[src/rtl/verificador_senha.sv]
// Password checker for the bomb game.
//
// The player enters a 4-bit guess on SW and confirms it with the KEY_ENTER push
// button. Password A (4 bits) must be matched first, then password B (3 bits,
// SW[3] ignored). MAX_ERROS wrong guesses detonate the bomb.
//
// Build option: define DEBOUNCE_EN to filter the synchronized key with a
// DEBOUNCE_CICLOS-sample stability counter. Without it the synchronized key
// edge is used directly and no counter is built.
//
// Ports:
//   CLOCK_50         in   sole clock, rising edge
//   RESET_N          in   asynchronous active-low reset
//   ENABLE           in   game running; low returns an active game to idle
//   KEY_ENTER        in   raw push button, active-low, asynchronous
//   SW[3:0]          in   guess switches
//   A[3:0], B[2:0]   in   passwords, static during play
//   TENTATIVA[3:0]   out  guess latched at the accepted press
//   ENTER            out  one-cycle pulse per evaluated guess
//   ACERTOU_SENHA_A  out  password A solved
//   DESARMADA        out  bomb defused (terminal)
//   EXPLODIU         out  bomb detonated (terminal)
//   ERROS[1:0]       out  wrong guesses in the current game
module verificador_senha #(
  parameter int unsigned MAX_ERROS       = 3,
  parameter int unsigned DEBOUNCE_CICLOS = 500000
) (
  input  logic       CLOCK_50,
  input  logic       RESET_N,
  input  logic       ENABLE,
  input  logic       KEY_ENTER,
  input  logic [3:0] SW,
  input  logic [3:0] A,
  input  logic [2:0] B,
  output logic [3:0] TENTATIVA,
  output logic       ENTER,
  output logic       ACERTOU_SENHA_A,
  output logic       DESARMADA,
  output logic       EXPLODIU,
  output logic [1:0] ERROS
);

  localparam logic [1:0] MaxErr = 2'(MAX_ERROS);

  typedef enum logic [2:0] {
    StOcioso,
    StSenhaA,
    StSenhaB,
    StDesarmada,
    StExplodiu
  } state_e;

  // ---------------------------------------------------------------------------
  // Key conditioning: 2-flop synchronizer, optional debounce, falling-edge event
  // ---------------------------------------------------------------------------
  logic sync1_q, sync2_q;
  logic key_cond;
  logic key_prev_q;
  logic evt_q;

  always_ff @(posedge CLOCK_50 or negedge RESET_N) begin
    if (!RESET_N) begin
      sync1_q <= 1'b1;
      sync2_q <= 1'b1;
    end else begin
      sync1_q <= KEY_ENTER;
      sync2_q <= sync1_q;
    end
  end

`ifdef DEBOUNCE_EN
  localparam int unsigned CntW    = (DEBOUNCE_CICLOS > 1) ? $clog2(DEBOUNCE_CICLOS) : 1;
  localparam logic [CntW-1:0] CntLast = CntW'(DEBOUNCE_CICLOS - 1);

  logic            key_stable_q;
  logic [CntW-1:0] deb_cnt_q;

  // The counter tracks how many consecutive samples disagree with the accepted
  // level; any sample agreeing with it restarts the count.
  always_ff @(posedge CLOCK_50 or negedge RESET_N) begin
    if (!RESET_N) begin
      key_stable_q <= 1'b1;
      deb_cnt_q    <= '0;
    end else if (sync2_q == key_stable_q) begin
      deb_cnt_q <= '0;
    end else if (deb_cnt_q == CntLast) begin
      key_stable_q <= sync2_q;
      deb_cnt_q    <= '0;
    end else begin
      deb_cnt_q <= deb_cnt_q + 1'b1;
    end
  end

  assign key_cond = key_stable_q;
`else
  logic unused_debounce_ciclos;
  assign unused_debounce_ciclos = ^DEBOUNCE_CICLOS;
  assign key_cond = sync2_q;
`endif

  // Registered one-cycle event on the 1->0 transition of the conditioned key.
  always_ff @(posedge CLOCK_50 or negedge RESET_N) begin
    if (!RESET_N) begin
      key_prev_q <= 1'b1;
      evt_q      <= 1'b0;
    end else begin
      key_prev_q <= key_cond;
      evt_q      <= key_prev_q & ~key_cond;
    end
  end

  // ---------------------------------------------------------------------------
  // Game FSM
  // ---------------------------------------------------------------------------
  state_e     state_q, state_d;
  logic [3:0] tentativa_q, tentativa_d;
  logic       enter_q, enter_d;
  logic       acertou_q, acertou_d;
  logic [1:0] erros_q, erros_d;
  logic       desarmada_q, explodiu_q;

  always_ff @(posedge CLOCK_50 or negedge RESET_N) begin
    if (!RESET_N) begin
      state_q     <= StOcioso;
      tentativa_q <= '0;
      enter_q     <= 1'b0;
      acertou_q   <= 1'b0;
      erros_q     <= '0;
      desarmada_q <= 1'b0;
      explodiu_q  <= 1'b0;
    end else begin
      state_q     <= state_d;
      tentativa_q <= tentativa_d;
      enter_q     <= enter_d;
      acertou_q   <= acertou_d;
      erros_q     <= erros_d;
      desarmada_q <= (state_d == StDesarmada);
      explodiu_q  <= (state_d == StExplodiu);
    end
  end

  // An accepted event latches the guess and raises ENTER for one cycle; the
  // evaluation happens at the end of that ENTER cycle so the hint stage sees
  // the pre-evaluation flags while ENTER is high. ENABLE low always wins.
  always_comb begin
    state_d     = state_q;
    tentativa_d = tentativa_q;
    enter_d     = 1'b0;
    acertou_d   = acertou_q;
    erros_d     = erros_q;

    unique case (state_q)
      StOcioso: begin
        if (ENABLE) begin
          state_d   = StSenhaA;
          erros_d   = '0;
          acertou_d = 1'b0;
        end
      end

      StSenhaA, StSenhaB: begin
        if (!ENABLE) begin
          state_d   = StOcioso;
          erros_d   = '0;
          acertou_d = 1'b0;
        end else if (enter_q) begin
          if ((state_q == StSenhaA) ? (tentativa_q == A) : (tentativa_q[2:0] == B)) begin
            if (state_q == StSenhaA) begin
              state_d   = StSenhaB;
              acertou_d = 1'b1;
            end else begin
              state_d = StDesarmada;
            end
          end else begin
            erros_d = erros_q + 2'd1;
            if (erros_d == MaxErr) begin
              state_d = StExplodiu;
            end
          end
        end else if (evt_q) begin
          tentativa_d = SW;
          enter_d     = 1'b1;
        end
      end

      StDesarmada, StExplodiu: begin
        // Terminal: only reset leaves.
      end

      default: begin
        state_d = StOcioso;
      end
    endcase
  end

  assign TENTATIVA       = tentativa_q;
  assign ENTER           = enter_q;
  assign ACERTOU_SENHA_A = acertou_q;
  assign DESARMADA       = desarmada_q;
  assign EXPLODIU        = explodiu_q;
  assign ERROS           = erros_q;

endmodule

[config.mk]
export PLATFORM = sky130hd
export DESIGN_NAME = verificador_senha
export DESIGN_NICKNAME = d
export VERILOG_FILES = /design/src/rtl/verificador_senha.sv
export SDC_FILE = /design/constraint.sdc
export NUM_CORES = 1
export LEC_CHECK = 0
export ABC_AREA = 0
export BUFFER_PORTS_ARGS = -buffer_cell sky130_fd_sc_hd__buf_2
export CAP_MARGIN = 20
export CORE_ASPECT_RATIO = 1.75
export CORE_MARGIN = 2
export CORE_UTILIZATION = 35
export DETAILED_ROUTE_END_ITERATION = 8
export MAX_ROUTING_LAYER = met4
export PLACE_DENSITY = 0.55
export SYNTH_ARGS = -nofsm -noshare
export SYNTH_HDL_FRONTEND = slang
export SYNTH_SLANG_ARGS = --single-unit
[constraint.sdc]
create_clock -name CLOCK_50 -period 1.9 [get_ports CLOCK_50]
set_clock_uncertainty 0.15 [all_clocks]
set_input_delay 0.38 -clock CLOCK_50 [delete_from_list [all_inputs] [get_ports CLOCK_50]]
set_output_delay 0.38 -clock CLOCK_50 [all_outputs]
set_load 0.01 [all_outputs]
# Word-level counts from Yosys, hierarchy flattened
# Index checks and enable logic that the tools add are counted.
# classes
addsub,1
n_eq_ne,14
n_mux,23
n_bitwise,3
reduce_logical,7
# ops
operator,count
2-to-1 mux 3 bit,5
"!= test 3 bit, second input constant",4
2-to-1 mux 1 bit,11
"== test 3 x 2 -> 1 bit, second input constant",3
case mux 3 bit (3 select lines),1
2-to-1 mux 2 bit,4
AND reduction 4 bit,2
"== test 3 bit, second input constant",2
AND reduction 5 bit,1
== test 4 bit,1
case mux 2 bit (2 select lines),1
OR reduction 2 bit,2
"== test 3 x 1 -> 1 bit, second input constant",1
== test 3 bit,1
zero test 3 bit,1
"adder 2 x 1 -> 2 bit, second input constant",1
"== test 2 bit, second input constant",1
"!= test 2 bit, second input constant",1
inverter 1 bit,2
case mux 1 bit (2 select lines),1
nonzero test 2 bit,1
bitwise AND 1 bit,1
# word_totals
register_bits,17
in_bits,15
output_inout_bits,10
elab_cells,59

# Longest topological paths before layout
# depth
depth_word,8
depth_mapped,6

# Worst setup path before layout
# Ideal clock, no wire load.
# synth_path
path_type,register to register
start,register state_q[0]
end,register erros_q[0] (netlist: ERROS[0])
setup_time_ns,0.125
t_arrival_ns,1.506
slack_ns,0.119
path_stages_with_launch,7
synth_period_minus_slack_ns,1.781
cell_sequence,dfrtp_1 -> buf_6 -> nor3b_4 -> nor4_4 -> a31oi_2 -> a21oi_2 -> mux2_4
# synth_via
elab_chain_cells,4
# synth_lines
item,line_no,text
start: declaration,115,"state_e state_q, state_d;"
start signal: assignment,124,state_q <= StOcioso;
start signal: assignment,132,state_q <= state_d;
== test 3 x 1 -> 1 bit / == test 3 x 2 -> 1 bit (equally long branches),"152, 167",
2-to-1 mux 1 bit / OR reduction 2 bit (equally long branches),"167, 152",
!= test 3 bit (no line) / nonzero test 2 bit (equally long branches),-,
AND reduction 4 bit (no line),-,
end signal: assignment,136,erros_q <= erros_d;
end: declaration,119,"logic [1:0] erros_q, erros_d;"
# Parallel ways exist; a longest one is shown, timed or not.
# A chain may end at the register's enable or synchronous reset.

# Worst setup path after layout
# layout_path
start,register tentativa_q[2] (netlist: TENTATIVA[2])
end,register erros_q[0] (netlist: ERROS[0])
# layout_via
elab_chain_cells,4
# layout_lines
item,line_no,text
start: declaration,116,"logic [3:0] tentativa_q, tentativa_d;"
start signal: assignment,133,tentativa_q <= tentativa_d;
== test 4 bit / == test 3 bit (equally long branches),167,if ((state_q == StSenhaA) ? (tentativa_q == A) : (tentativa_q[2:0] == B)) begin
2-to-1 mux 1 bit (*),167,
!= test 3 bit (no line) (*),-,
AND reduction 4 bit (no line) (*),-,
# Mark *: on every way between the ends. The rest lies on a longest branch, timed or not.

==> reports/qor.yml <==
seqPwrFrac: 0.374
path_buf_inv: 0
synth_seq_cells: 17
timing.final.crit_period_ns: 1.841
port-buffer-count: 24
syn_avg_cell_area_um2: 12.16
initial_core_util: 0.3653
syn_area_um2: 899.6
crit_start: "TENTATIVA[2]$_DFFE_PN0P_"
switchingPower_w: 0.0005253
max-vdd-ir-drop_v: 0.0005744
max_stage_delay_ns: 0.44
synth.most_common_cell: "dfrtp_1"
pin_count: 25
seq_area_um2: 432.9
ant_nets: 0
synth_common_cells: "14 x dfrtp_1, 8 x nand2_1, 6 x a21oi_1, 6 x mux2_4, 6 x xor2_1"
viasPerCell: 5.000
grt_pass1_wl_mm: 2.918
status: "finished clean"
powerDensity_mw_per_mm2: 1270
internal_power_w: 0.0009400
finalSetupViolCount: 0
fillers: 243
max_freq_ghz: 0.5432
numCtsBuffers: 3
rsz0062_at_grt: "no"
reg2reg_to: "ERROS[0]$_DFFE_PN0P_"
htree_levels: 1
cp.depth: 5
holdWs_ns: 0.07182
power.leakage_nw: 0.5639
setup_ws_ns: 0.05913
grt.total_usage: 0.1340
synth_top_cell_area_share: 0.3894
slowest_stage: "dfrtp_2"
area_delta_synth_final_pct: 28.23
ys.flop_type: "dfrtp_1"
cap_violations: 0
crit_type: "reg -> reg"
p_sw_frac: 0.3585
dp_slack_ns: -0.01156
synthArstFlopShare: 1.000
ff2ff_path_depth: 5
worstPathArrival_ns: 1.83
clk_latency_ns: 0.25
wl_mm: 1.770
n_antenna_cell: 0
synth_cells: 74
grt_start_max_net_pins: 18
synth_nets: 90
synth_cell_types: 29
gp_congestion: 0.8384
ys_top_cells_by_area: "dfrtp_1 39%, mux2_4 10%, dfstp_2 8.8%"
path_cells: "xor2_1, nor3_1, a31oi_2, a21oi_2, mux2_4"
fin_nets: 125
stdcell_count: 134
clockPowerShare: 0.184
tightest_slew_ns: 0.3818
die_y_um: 71.07
critPathLaunchType: "flop"
wl_per_cell_um: 13.21
clockBufferDepth: 2
dp_cells: 127
p_comb_frac: 0.442
yosysSeqAreaShare: 0.4771
cts.clk_slew.worst_paths_ns: 0.07
die-width_um: 42.33
drive_gt1_frac: 0.5185
clkSinkCount: 17
synth-edff-count: 0
cp-endpoint: "ERROS[0]$_DFFE_PN0P_"
rows: 24
overflow: 0
endpoint_kind: "flop"
vias: 670
fin_crit_sh: 0.9689
die_area_mm2: 0.003008
cts_root_buf: "clkbuf_8"
slew_headroom: 0.7455
antenna_found_initial: 0
crit_family: "flip-flops"
hold_viol_final: 0
ys_warn_count: 0
drtIter0Drc: 12
worstHoldPathType: "in -> reg"
setup_tns_ns: 0
multi_input_area_um2: 447.9
critPathRequiredTime_ns: 1.89
rrSetupSlack_ns: 0.06
coreArea_mm2: 0.002462
yosysTopAreaCell: "dfrtp_1"
hpwl_mm: 1.393
drv_slew: 0
drtPass1Iterations: 4
crit_path_max_fanout: 3
cts_tree: "yes"
drt_drc_violations_left: 0
r2r_start: "TENTATIVA[2]$_DFFE_PN0P_"
grt_pass1_vias: 662
[per-layer routing]
layer,vias up,track usage,part of all wire
li1,317,-,-
met1,323,0.1366,0.37
met2,26,0.2393,0.56
met3,4,0.01786,0.048
met4,0,0.07292,0.020
met5,-,-,0
[power groups by stage]
stage | registers [W] | logic, W | clock network (W)
2_1_floorplan | 0.000553 | 0.000447 | 0
3_3_place_gp | 0.000546 | 0.000615 | 0
3_5_place_dp | 0.000549 | 0.000621 | 0
4_1_cts | 0.000544 | 0.000627 | 0.000285
5_1_grt | 0.000564 | 0.000707 | 0.000302
6_report | 0.000548 | 0.000648 | 0.000269
[kinds of logic after synthesis]
group,Yosys count,synth area share
flops,17,0.4771
fa+ha+maj,1,0.01391
buf+inv,5,0.03338
compound gates,11,0.07789
simple gates,25,0.1989
xor+xnor,8,0.08624
mux,7,0.1127
[metrics by stage]
| stage | util | cell area (um2) | power [W] |
|---|---|---|---|
| finish | 0.4685 | 1154 | 0.001465 |
| global route | 0.4685 | 1154 | 0.001573 |
| CTS | 0.4578 | 1127 | 0.001455 |
| detailed placement | 0.4350 | 1071 | 0.001170 |
| global placement | 0.4350 | 1071 | 0.001161 |
| floorplan | - | 899.6 | 0.0009994 |
[how the worst min path moves through the flow]
stage	start	to	slack [ns]	cells after the start
floorplan	RESET_N	ACERTOU_SENHA_A$_DFFE_PN0P_	-0.07	0
global placement	RESET_N	ERROS[1]$_DFFE_PN0P_	0.17	1
detailed placement	RESET_N	ERROS[1]$_DFFE_PN0P_	0.18	1
CTS	KEY_ENTER	sync1_q$_DFF_PN1_	0.06	1
global route	KEY_ENTER	sync1_q$_DFF_PN1_	0.06	1
finish	KEY_ENTER	sync1_q$_DFF_PN1_	0.07	1
[layout by cell type, fill, tap and decap left out, types with 2 or more instances in the layout]
| cell | netlist | layout |
|---|---|---|
| nand2_1 | 8 | 8 |
| xor2_1 | 6 | 5 |
| nor2b_1 | 2 | 2 |
| dfrtp_1 | 14 | 11 |
| mux2_4 | 6 | 6 |
| inv_1 | 3 | 3 |
| nor2_1 | 3 | 3 |
| dfrtp_2 | 0 | 3 |
| nor3b_4 | 2 | 2 |
| nand2b_1 | 2 | 2 |
| nor3_1 | 2 | 2 |
| buf_2 | 0 | 24 |
| clkbuf_8 | 0 | 3 |
| dfstp_2 | 3 | 3 |
| buf_4 | 1 | 7 |
| a21oi_1 | 6 | 6 |
| xor2_2 | 1 | 2 |
[state kept, by name, indices dropped and copies added, names as in the netlist]
name and cells:
evt_q 1, ERROS 2, DESARMADA 1, ENTER 1, key_cond 1, key_prev_q 1, state_q 3, sync1_q 1
TENTATIVA 4, ACERTOU_SENHA_A 1, EXPLODIU 1
[timing repair]
action	4_1_cts	5_1_grt
buffers inserted	0	2
hold buffers	1	0
hold endpoints to repair	14	0
gates resized for setup	0	4
endpoints found under the setup margin	0	6
[layout make-up]
| type | count | share of cell area |
|---|---|---|
| clock buffer | 3 | 0.03579 |
| clock inverter | 1 | 0.004338 |
| inverter | 3 | 0.009761 |
| multi-input combinational | 52 | 0.3883 |
| sequential | 17 | 0.3753 |
| tap | 26 | 0.02820 |
| timing repair buffer | 32 | 0.1584 |
Power figures use the tool's default switching activity.
